## src/rtl/tracker_pkg.sv

```systemverilog
// rtl/tracker_pkg.sv - shared types, widths and saturation helper for the tracker voice mixer
package tracker_pkg;

    localparam int PCM_W     = 16;
    localparam int VOL_MAX   = 64;
    localparam int PAN_MAX   = 16;
    localparam int V_W       = 17;
    localparam int CONTRIB_W = 18;

    typedef enum logic [2:0] {
        IDLE,
        REQ,
        SCALE,
        ACC,
        OUT
    } mixer_state_t;

    function automatic logic signed [PCM_W-1:0] sat16(input logic signed [31:0] x);
        if (x > 32'sd32767) begin
            return 16'sh7FFF;
        end else if (x < -32'sd32768) begin
            return 16'sh8000;
        end else begin
            return x[PCM_W-1:0];
        end
    endfunction

endpackage

```

## src/rtl/tracker_voice_gain.sv

```systemverilog
// rtl/tracker_voice_gain.sv - combinational volume/pan gain for one voice sample
module tracker_voice_gain
    import tracker_pkg::*;
(
    input  logic signed [PCM_W-1:0]     i_sample,
    input  logic        [6:0]           i_vol,
    input  logic        [4:0]           i_pan,
    output logic signed [CONTRIB_W-1:0] o_left,
    output logic signed [CONTRIB_W-1:0] o_right
);

    logic        [6:0]       w_vol_c;
    logic        [4:0]       w_pan_c;
    logic        [4:0]       w_pan_l;
    logic signed [23:0]      w_prod;
    logic signed [V_W-1:0]   w_v;
    logic signed [22:0]      w_lprod;
    logic signed [22:0]      w_rprod;

    assign w_vol_c = (i_vol > 7'(VOL_MAX)) ? 7'(VOL_MAX) : i_vol;
    assign w_pan_c = (i_pan > 5'(PAN_MAX)) ? 5'(PAN_MAX) : i_pan;
    assign w_pan_l = 5'(PAN_MAX) - w_pan_c;

    // Arithmetic shifts on the full-width products give floor rounding toward -inf.
    assign w_prod  = 24'(i_sample) * 24'($signed({1'b0, w_vol_c}));
    assign w_v     = V_W'(w_prod >>> 6);

    assign w_lprod = 23'(w_v) * 23'($signed({1'b0, w_pan_l}));
    assign w_rprod = 23'(w_v) * 23'($signed({1'b0, w_pan_c}));
    assign o_left  = CONTRIB_W'(w_lprod >>> 4);
    assign o_right = CONTRIB_W'(w_rprod >>> 4);

endmodule

```

## src/rtl/tracker_voice_mixer.sv

```systemverilog
// rtl/tracker_voice_mixer.sv - per-frame voice fetch, gain, stereo accumulate and saturate
module tracker_voice_mixer
    import tracker_pkg::*;
#(
    parameter int NUM_VOICES = 8,
    parameter int IDX_W      = (NUM_VOICES > 1) ? $clog2(NUM_VOICES) : 1
) (
    input  logic                    clk,
    input  logic                    rst_active_low,
    input  logic                    frame_tick,
    output logic                    voice_req,
    output logic [IDX_W-1:0]        voice_idx,
    input  logic                    voice_valid,
    input  logic signed [PCM_W-1:0] voice_sample,
    input  logic [6:0]              voice_volume,
    input  logic [4:0]              voice_pan,
    output logic signed [PCM_W-1:0] pcm_left,
    output logic signed [PCM_W-1:0] pcm_right,
    output logic                    pcm_valid,
    output logic                    busy,
    output logic                    overrun,
    input  logic                    overrun_clr
);

    localparam int ACC_W = 18 + $clog2(NUM_VOICES);

    mixer_state_t r_state;
    mixer_state_t w_state_next;

    logic        [IDX_W-1:0]     r_voice_idx;
    logic signed [PCM_W-1:0]     r_sample;
    logic        [6:0]           r_vol;
    logic        [4:0]           r_pan;
    logic signed [CONTRIB_W-1:0] r_left;
    logic signed [CONTRIB_W-1:0] r_right;
    logic signed [ACC_W-1:0]     r_acc_l;
    logic signed [ACC_W-1:0]     r_acc_r;
    logic signed [PCM_W-1:0]     r_pcm_left;
    logic signed [PCM_W-1:0]     r_pcm_right;
    logic                        r_overrun;

    logic signed [CONTRIB_W-1:0] w_left;
    logic signed [CONTRIB_W-1:0] w_right;
    logic signed [ACC_W-1:0]     w_acc_l_next;
    logic signed [ACC_W-1:0]     w_acc_r_next;
    logic                        w_last_voice;

    tracker_voice_gain u_gain (
        .i_sample (r_sample),
        .i_vol    (r_vol),
        .i_pan    (r_pan),
        .o_left   (w_left),
        .o_right  (w_right)
    );

    assign w_last_voice = (r_voice_idx == IDX_W'(NUM_VOICES - 1));
    assign w_acc_l_next = r_acc_l + ACC_W'(r_left);
    assign w_acc_r_next = r_acc_r + ACC_W'(r_right);

    always_ff @(posedge clk or negedge rst_active_low) begin
        if (!rst_active_low) begin
            r_state <= IDLE;
        end else begin
            r_state <= w_state_next;
        end
    end

    always_comb begin
        w_state_next = r_state;
        case (r_state)
            IDLE:    if (frame_tick)  w_state_next = REQ;
            REQ:     if (voice_valid) w_state_next = SCALE;
            SCALE:   w_state_next = ACC;
            ACC:     w_state_next = w_last_voice ? OUT : REQ;
            OUT:     w_state_next = IDLE;
            default: w_state_next = IDLE;
        endcase
    end

    always_comb begin
        voice_req = 1'b0;
        busy      = 1'b0;
        pcm_valid = 1'b0;
        case (r_state)
            REQ: begin
                voice_req = 1'b1;
                busy      = 1'b1;
            end
            SCALE, ACC: busy      = 1'b1;
            OUT:        pcm_valid = 1'b1;
            default: ;
        endcase
    end

    // pcm words load on the final ACC edge so they are already new while pcm_valid is high.
    always_ff @(posedge clk or negedge rst_active_low) begin
        if (!rst_active_low) begin
            r_voice_idx <= '0;
            r_sample    <= '0;
            r_vol       <= '0;
            r_pan       <= '0;
            r_left      <= '0;
            r_right     <= '0;
            r_acc_l     <= '0;
            r_acc_r     <= '0;
            r_pcm_left  <= '0;
            r_pcm_right <= '0;
        end else begin
            case (r_state)
                IDLE: begin
                    if (frame_tick) begin
                        r_acc_l     <= '0;
                        r_acc_r     <= '0;
                        r_voice_idx <= '0;
                    end
                end
                REQ: begin
                    if (voice_valid) begin
                        r_sample <= voice_sample;
                        r_vol    <= voice_volume;
                        r_pan    <= voice_pan;
                    end
                end
                SCALE: begin
                    r_left  <= w_left;
                    r_right <= w_right;
                end
                ACC: begin
                    r_acc_l <= w_acc_l_next;
                    r_acc_r <= w_acc_r_next;
                    if (w_last_voice) begin
                        r_pcm_left  <= sat16(32'(w_acc_l_next));
                        r_pcm_right <= sat16(32'(w_acc_r_next));
                    end else begin
                        r_voice_idx <= r_voice_idx + IDX_W'(1);
                    end
                end
                OUT: r_voice_idx <= '0;
                default: ;
            endcase
        end
    end

    // Any tick outside IDLE is dropped and flagged; a set beats a simultaneous clear.
    always_ff @(posedge clk or negedge rst_active_low) begin
        if (!rst_active_low) begin
            r_overrun <= 1'b0;
        end else if (frame_tick && (r_state != IDLE)) begin
            r_overrun <= 1'b1;
        end else if (overrun_clr) begin
            r_overrun <= 1'b0;
        end
    end

    assign voice_idx = r_voice_idx;
    assign pcm_left  = r_pcm_left;
    assign pcm_right = r_pcm_right;
    assign overrun   = r_overrun;

endmodule

```

## config.mk

```make
export PLATFORM = sky130hd
export DESIGN_NAME = tracker_voice_mixer
export DESIGN_NICKNAME = d
export VERILOG_FILES = /design/src/rtl/tracker_pkg.sv /design/src/rtl/tracker_voice_gain.sv /design/src/rtl/tracker_voice_mixer.sv
export SDC_FILE = /design/constraint.sdc
export NUM_CORES = 1
export LEC_CHECK = 0
export CELL_PAD_IN_SITES_DETAIL_PLACEMENT = 1
export CELL_PAD_IN_SITES_GLOBAL_PLACEMENT = 1
export CORE_ASPECT_RATIO = 2
export CORE_MARGIN = 3
export CORE_UTILIZATION = 49
export DETAILED_ROUTE_END_ITERATION = 6
export PLACE_DENSITY = 0.81
export SYNTH_ARGS = -nofsm -noshare
export SYNTH_HDL_FRONTEND = slang
export SYNTH_SLANG_ARGS = --single-unit
export TNS_END_PERCENT = 100
```

## constraint.sdc

```tcl
create_clock -name clk -period 10.75 [get_ports clk]
set_input_delay 1.6125 -clock clk [delete_from_list [all_inputs] [get_ports clk]]
set_output_delay 1.6125 -clock clk [all_outputs]
set_load 0.1 [all_outputs]
```

Word-level counts from Yosys, hierarchy flattened
Index checks and enable logic that the tools add are counted.
Widths: inputs -> output; s select.
{"block": "totals", "wordCells": 66, "ff_bits": 145, "output_inout_bits": 39, "in_bits": 33}
{"block": "op_classes", "addsub": 4, "muxes": 21, "mul": 3, "n_reduce_logical": 12, "n_lt_le_gt_ge": 6, "n_eq_ne": 8}
{"op": "$pmux 21 s2", "count": 2}
{"op": "$mux 16", "count": 4}
{"op": "$mul 17x6->22", "count": 2}
{"op": "$add 21x18->21", "count": 2}
{"op": "$gt 21x16->1 const B", "count": 2}
{"op": "$lt 21x16->1 const B", "count": 2}
{"op": "$mul 16x8->23", "count": 1}
{"op": "$mux 21", "count": 1}
{"op": "$mux 3", "count": 5}
{"op": "$pmux 3 s4", "count": 1}
{"op": "$pmux 3 s3", "count": 1}
{"op": "$reduce_and 2->1", "count": 4}
{"op": "$gt 7x7->1 const B", "count": 1}
{"op": "$mux 7", "count": 1}
{"op": "$eq 3x2->1 const B", "count": 2}
{"op": "$eq 3x3->1 const B", "count": 2}
{"op": "$ne 2x2->1 const B", "count": 3}
{"op": "$reduce_bool 3->1", "count": 2}
{"op": "$gt 5x5->1 const B", "count": 1}
{"op": "$mux 1", "count": 5}
{"op": "$mux 5", "count": 1}
{"op": "$sub 5x5->5 const A", "count": 1}
{"op": "$reduce_bool 2->1", "count": 2}
{"op": "$add 3x1->3 const B", "count": 1}
{"op": "other kinds (5)", "count": 5}

Logic depth before layout (Yosys ltp)
{"block": "depth", "depth_word": 4, "mapped_depth": 39, "ltp_nobuf": 36}

Cells and area by module
Synthesis repeated with hierarchy kept, for this count alone.
{"block": "hier_totals", "cells_unflattened": 1910, "area_unflattened_um2": 17440.5}
{"module": "tracker_voice_gain", "seq_area_each_um2": 0.0, "cells_per_inst": 1216, "area_each_um2": 9745.6, "n_inst": 1}
{"module": "tracker_voice_mixer", "seq_area_each_um2": 3628.5, "cells_per_inst": 694, "area_each_um2": 7694.9, "n_inst": 1}

Worst setup path before layout
Ideal clock, no wire load.
{"block": "synth_timing", "path_type": "register to register", "from": "register r_vol[6]", "to": "register r_left[17]", "n_path_buf": 2, "t_required_ps": 10621, "setup_ps": 129, "arrival_time_ps": 8946, "slack_ps": 1675, "synth_period_minus_slack_ps": 9075, "path_stages_with_launch": 37, "cell_sequence": "dfrtp_1 > clkbuf_1 > nor2b_1 > clkbuf_1 > nand2_1 > fa_1 > fa_1 > inv_1 > fa_1 > inv_1 > fa_1 > inv_1 > ha_1 > and3_1 > a31oi_1 > nor2b_1 > nor2b_1 > nor2_1 > xnor2_1 > or2_2 > inv_1 > fa_1 > inv_1 > fa_1 > fa_1 > inv_1 > ha_1 > a21o_1 > a21oi_1 > nor2b_1 > o21a_1 > o41a_1 > a2111oi_2 > nor3_1 > a2111oi_2 > xnor2_1 > o21ai_1"}
{"block": "synth_between", "elab_chain_cells": 4}
{"item": "start: declaration", "line": "tracker_voice_mixer.sv:32", "source": "logic [6:0] r_vol;"}
{"item": "start signal: assignment", "line": "tracker_voice_mixer.sv:120", "source": "r_vol <= voice_volume;"}
{"item": "$gt 7x7->1", "line": "tracker_voice_gain.sv:20", "source": "assign w_vol_c = (i_vol > 7'(VOL_MAX)) ? 7'(VOL_MAX) : i_vol;"}
{"item": "$mux 7 (*)", "line": "tracker_voice_gain.sv:20"}
{"item": "$mul 16x8->23 (*)", "line": "tracker_voice_gain.sv:25", "source": "assign w_prod = 24'(i_sample) * 24'($signed({1'b0, w_vol_c}));"}
{"item": "$mul 17x6->22 (*)", "line": "tracker_voice_gain.sv:28", "source": "assign w_lprod = 23'(w_v) * 23'($signed({1'b0, w_pan_l}));"}
{"item": "end signal: assignment", "line": "tracker_voice_mixer.sv:125", "source": "r_left <= w_left;"}
{"item": "end: declaration", "line": "tracker_voice_mixer.sv:34", "source": "logic signed [CONTRIB_W-1:0] r_left;"}
Mark *: on every way between the ends. The rest lies on a longest branch, timed or not.
A chain may end at the register's enable or synchronous reset.

Worst setup path in the final report
Same ends and word-level chain as after synthesis.

==> out/qor.yml <==
critical_path:
  rrSetupSlack_ns: 0.74
  cp-start-kind: "register"
  crit_type: "reg -> reg"
  max_stage_delay_ns: 0.57
  slowest_stage: "dfrtp_2"
  arrival_ns: 10.32
  cp-end-kind: "register"
  cp.required_ns: 11.07
  ff2ff_path_depth: 35
  crit_top_cell: "fa_1"
  worstPathMaxFanout: 24
placement:
  place_area_um2: 18300
  hpwl_mm: 38.9
  io_buffer_count: 71
  place_congestion: 0.882
clocking:
  htreeDepth: 4
  clkTransAtPathRegs_ns: 0.06
  root_buffer: "clkbuf_16"
  cts_buffers: 17
  worstSkewPairLatency_ns: 0.47
  clockBufferDepth: 2
  cts_setup_buffers: 0
  cts_tree: "built"
  cts.sinks: 145
detailed_routing:
  route.detailed.drc: 0
  wl_per_cell_um: 19.4
  totalWireLength_mm: 47.1
  dr.pass1.iters: 4
  vias_per_cell: 5.63
  drtIter0Drc: 391
  vias: 13700
  ant_nets: 0
final_layout:
  antenna_cells: 0
  utilization_pct: 55.5
  syn_to_final_growth_pct: 10.6
  final_layout_size_suffix_gt1_share_pct: 6.61
  finalNetCount: 2363
  finalInstanceArea_um2: 18800
floorplan:
  num_io_pins: 72
  start_util_pct: 50.2
  die_w_um: 138
  core_um2: 33900
  die_h_um: 270
  fp.dieArea_um2: 37100
  placementRows: 95
status:
  status: "completed"
logic_synthesis:
  synth_top_area_share_pct: 21.3
  synth_compound_area_share_pct: 12.7
  synth_adder_area_share_pct: 33.5
  ys_seq_area_share_pct: 21.3
  synth_top_family_by_area: "adder cells"
  synthFlopType: "dfrtp_1"
  synthSimpleGateAreaFrac_pct: 15.9
  avgSynthCellArea_um2: 8.84
  synth-xor-area-share_pct: 5.76
  syn-num-nets: 2304
  yosysWarnings: 0
  synth_edf_count: 0
  synth_cell_types: 65
  syn_area_um2: 17000
  synthCells: 1924
  postSynth.asyncResetShare_pct: 100
  synth.area.top_cells: "dfrtp_1 (21%), fa_1 (21%), ha_1 (12%)"
  synth_area_leader_cell: "dfrtp_1"
  synthMuxAreaShare_pct: 2.18
  synth-seq-cells: 145
grt:
  grt_pass1_vias: 16000
  grt_overflow: 0
  grt_pass1_wl_mm: 78.1
  grt_use_total_pct: 26.5
  grt_max_degree: 75
  grt_antenna_before_repair: 0
flow_run:
  maxCapViolCount: 0
timing:
  setup_viol: 0
  whs_ns: 0.486
  min_period_over_period_pct: 93.1
  fin_skew_ns: 0.0165
  slew_headroom_pct: 29.4
  hold_viol: 0
  rsz0062_at_grt: "false"
  tightestPinTransition_ns: 1.05
  max_freq_mhz: 99.9
  report.final.slew_viol_count: 0
  final.setup.tns_ns: 0
  min_period_ns: 10.01
hold_path:
  hp-class: "reg -> reg"
  min_path_cells: 1
-- cell families after synthesis --
family                     count (synthesis)
AOI/OAI and AO/OA                        330
xor gates and xnor gates                 111
adders and majority gates                347
buffers and inverters                    387
DFF                                      145
muxes                                     33
and+or+nand+nor                          571
-- sequential cells by signal, indices dropped and copies added, names as in the netlist, 5 cells and up --
signal	cells
pcm_left	16
pcm_right	16
r_acc_l	21
r_acc_r	21
r_left	18
r_pan	5
r_right	18
r_sample	16
r_vol	7
-- final timing paths --
path | start | endpoint
max reg2reg | r_vol[6] | r_left[17]
min reg2reg | pcm_right[15] | pcm_right[15]
min | pcm_right[15] | pcm_right[15]
min in group asynchronous | rst_active_low | pcm_right[13]
max in group asynchronous | rst_active_low | r_vol[6]
max | r_vol[6] | r_left[17]
-- repair_timing --
item / in CTS / in global routing
gates resized for setup: 0 / 1
endpoints found under the setup margin: 0 / 1
hold buffers: 0 / 0
-- layout by cell type (no fill, tap or decap), types with 18 or more instances in the layout --
cell	n
ha_1	166
nor2b_1	18
xor2_1	45
a21oi_1	86
mux2_2	33
nor3_1	24
dfrtp_1	144
a21o_1	32
fa_1	181
nand2_1	178
clkdlybuf4s50_1	70
inv_1	326
a22o_1	26
xnor2_1	64
and2_1	79
o21ai_0	71
buf_4	28
o21bai_1	18
nor2_1	174
-- layer usage --
layer	GRT usage (%)	routed length, um	share of wire (%)
met5	0	0	0
met4	14.3	2930	6.2
met3	3.51	975	2.1
met1	24.7	15400	33
met2	52.9	27700	59
-- worst max-delay path, delay by kind of cell (launching register included) --
kind,cells,cell delay [ns]
adders and majority gates,9,4.20
AOI/OAI and AO/OA,8,2.24
and+or+nand+nor,9,1.72
buffers and inverters,7,0.57
DFF,1,0.57
xor gates and xnor gates,2,0.54
-- area by class of cell --
type | instances | area (um2)
clock inverters | 12 | 100
multi-input cells | 1392 | 11900
fillers | 4001 | 15100
inverters | 328 | 1230
flip-flops and latches | 145 | 3630
clock buffers | 20 | 457
well taps | 436 | 546
repair buffers | 99 | 922
-- synth_stat cells, types with 17 or more instances --
cell type / instances
xnor2_1: 65
nand3_1: 17
nor2_1: 174
nor3_1: 25
nor2b_1: 18
and2_1: 79
dfrtp_1: 145
o21bai_1: 18
a22o_1: 26
nand2_1: 178
xor2_1: 45
fa_1: 181
ha_1: 166
mux2_2: 33
o21ai_0: 71
inv_1: 326
clkbuf_1: 50
a21o_1: 32
a21oi_1: 86
-- stage by stage --
stage	cells	setup slack (ns)
global route	2432	0.177
CTS	2432	0.540
finish	2432	0.743
global placement	2400	0.979
detailed placement	2400	0.561
floorplan	1924	1.68
Power is left out: the tool's default activity adds up to more than one toggle a clock period on the data nets, which glitch-free logic cannot reach.
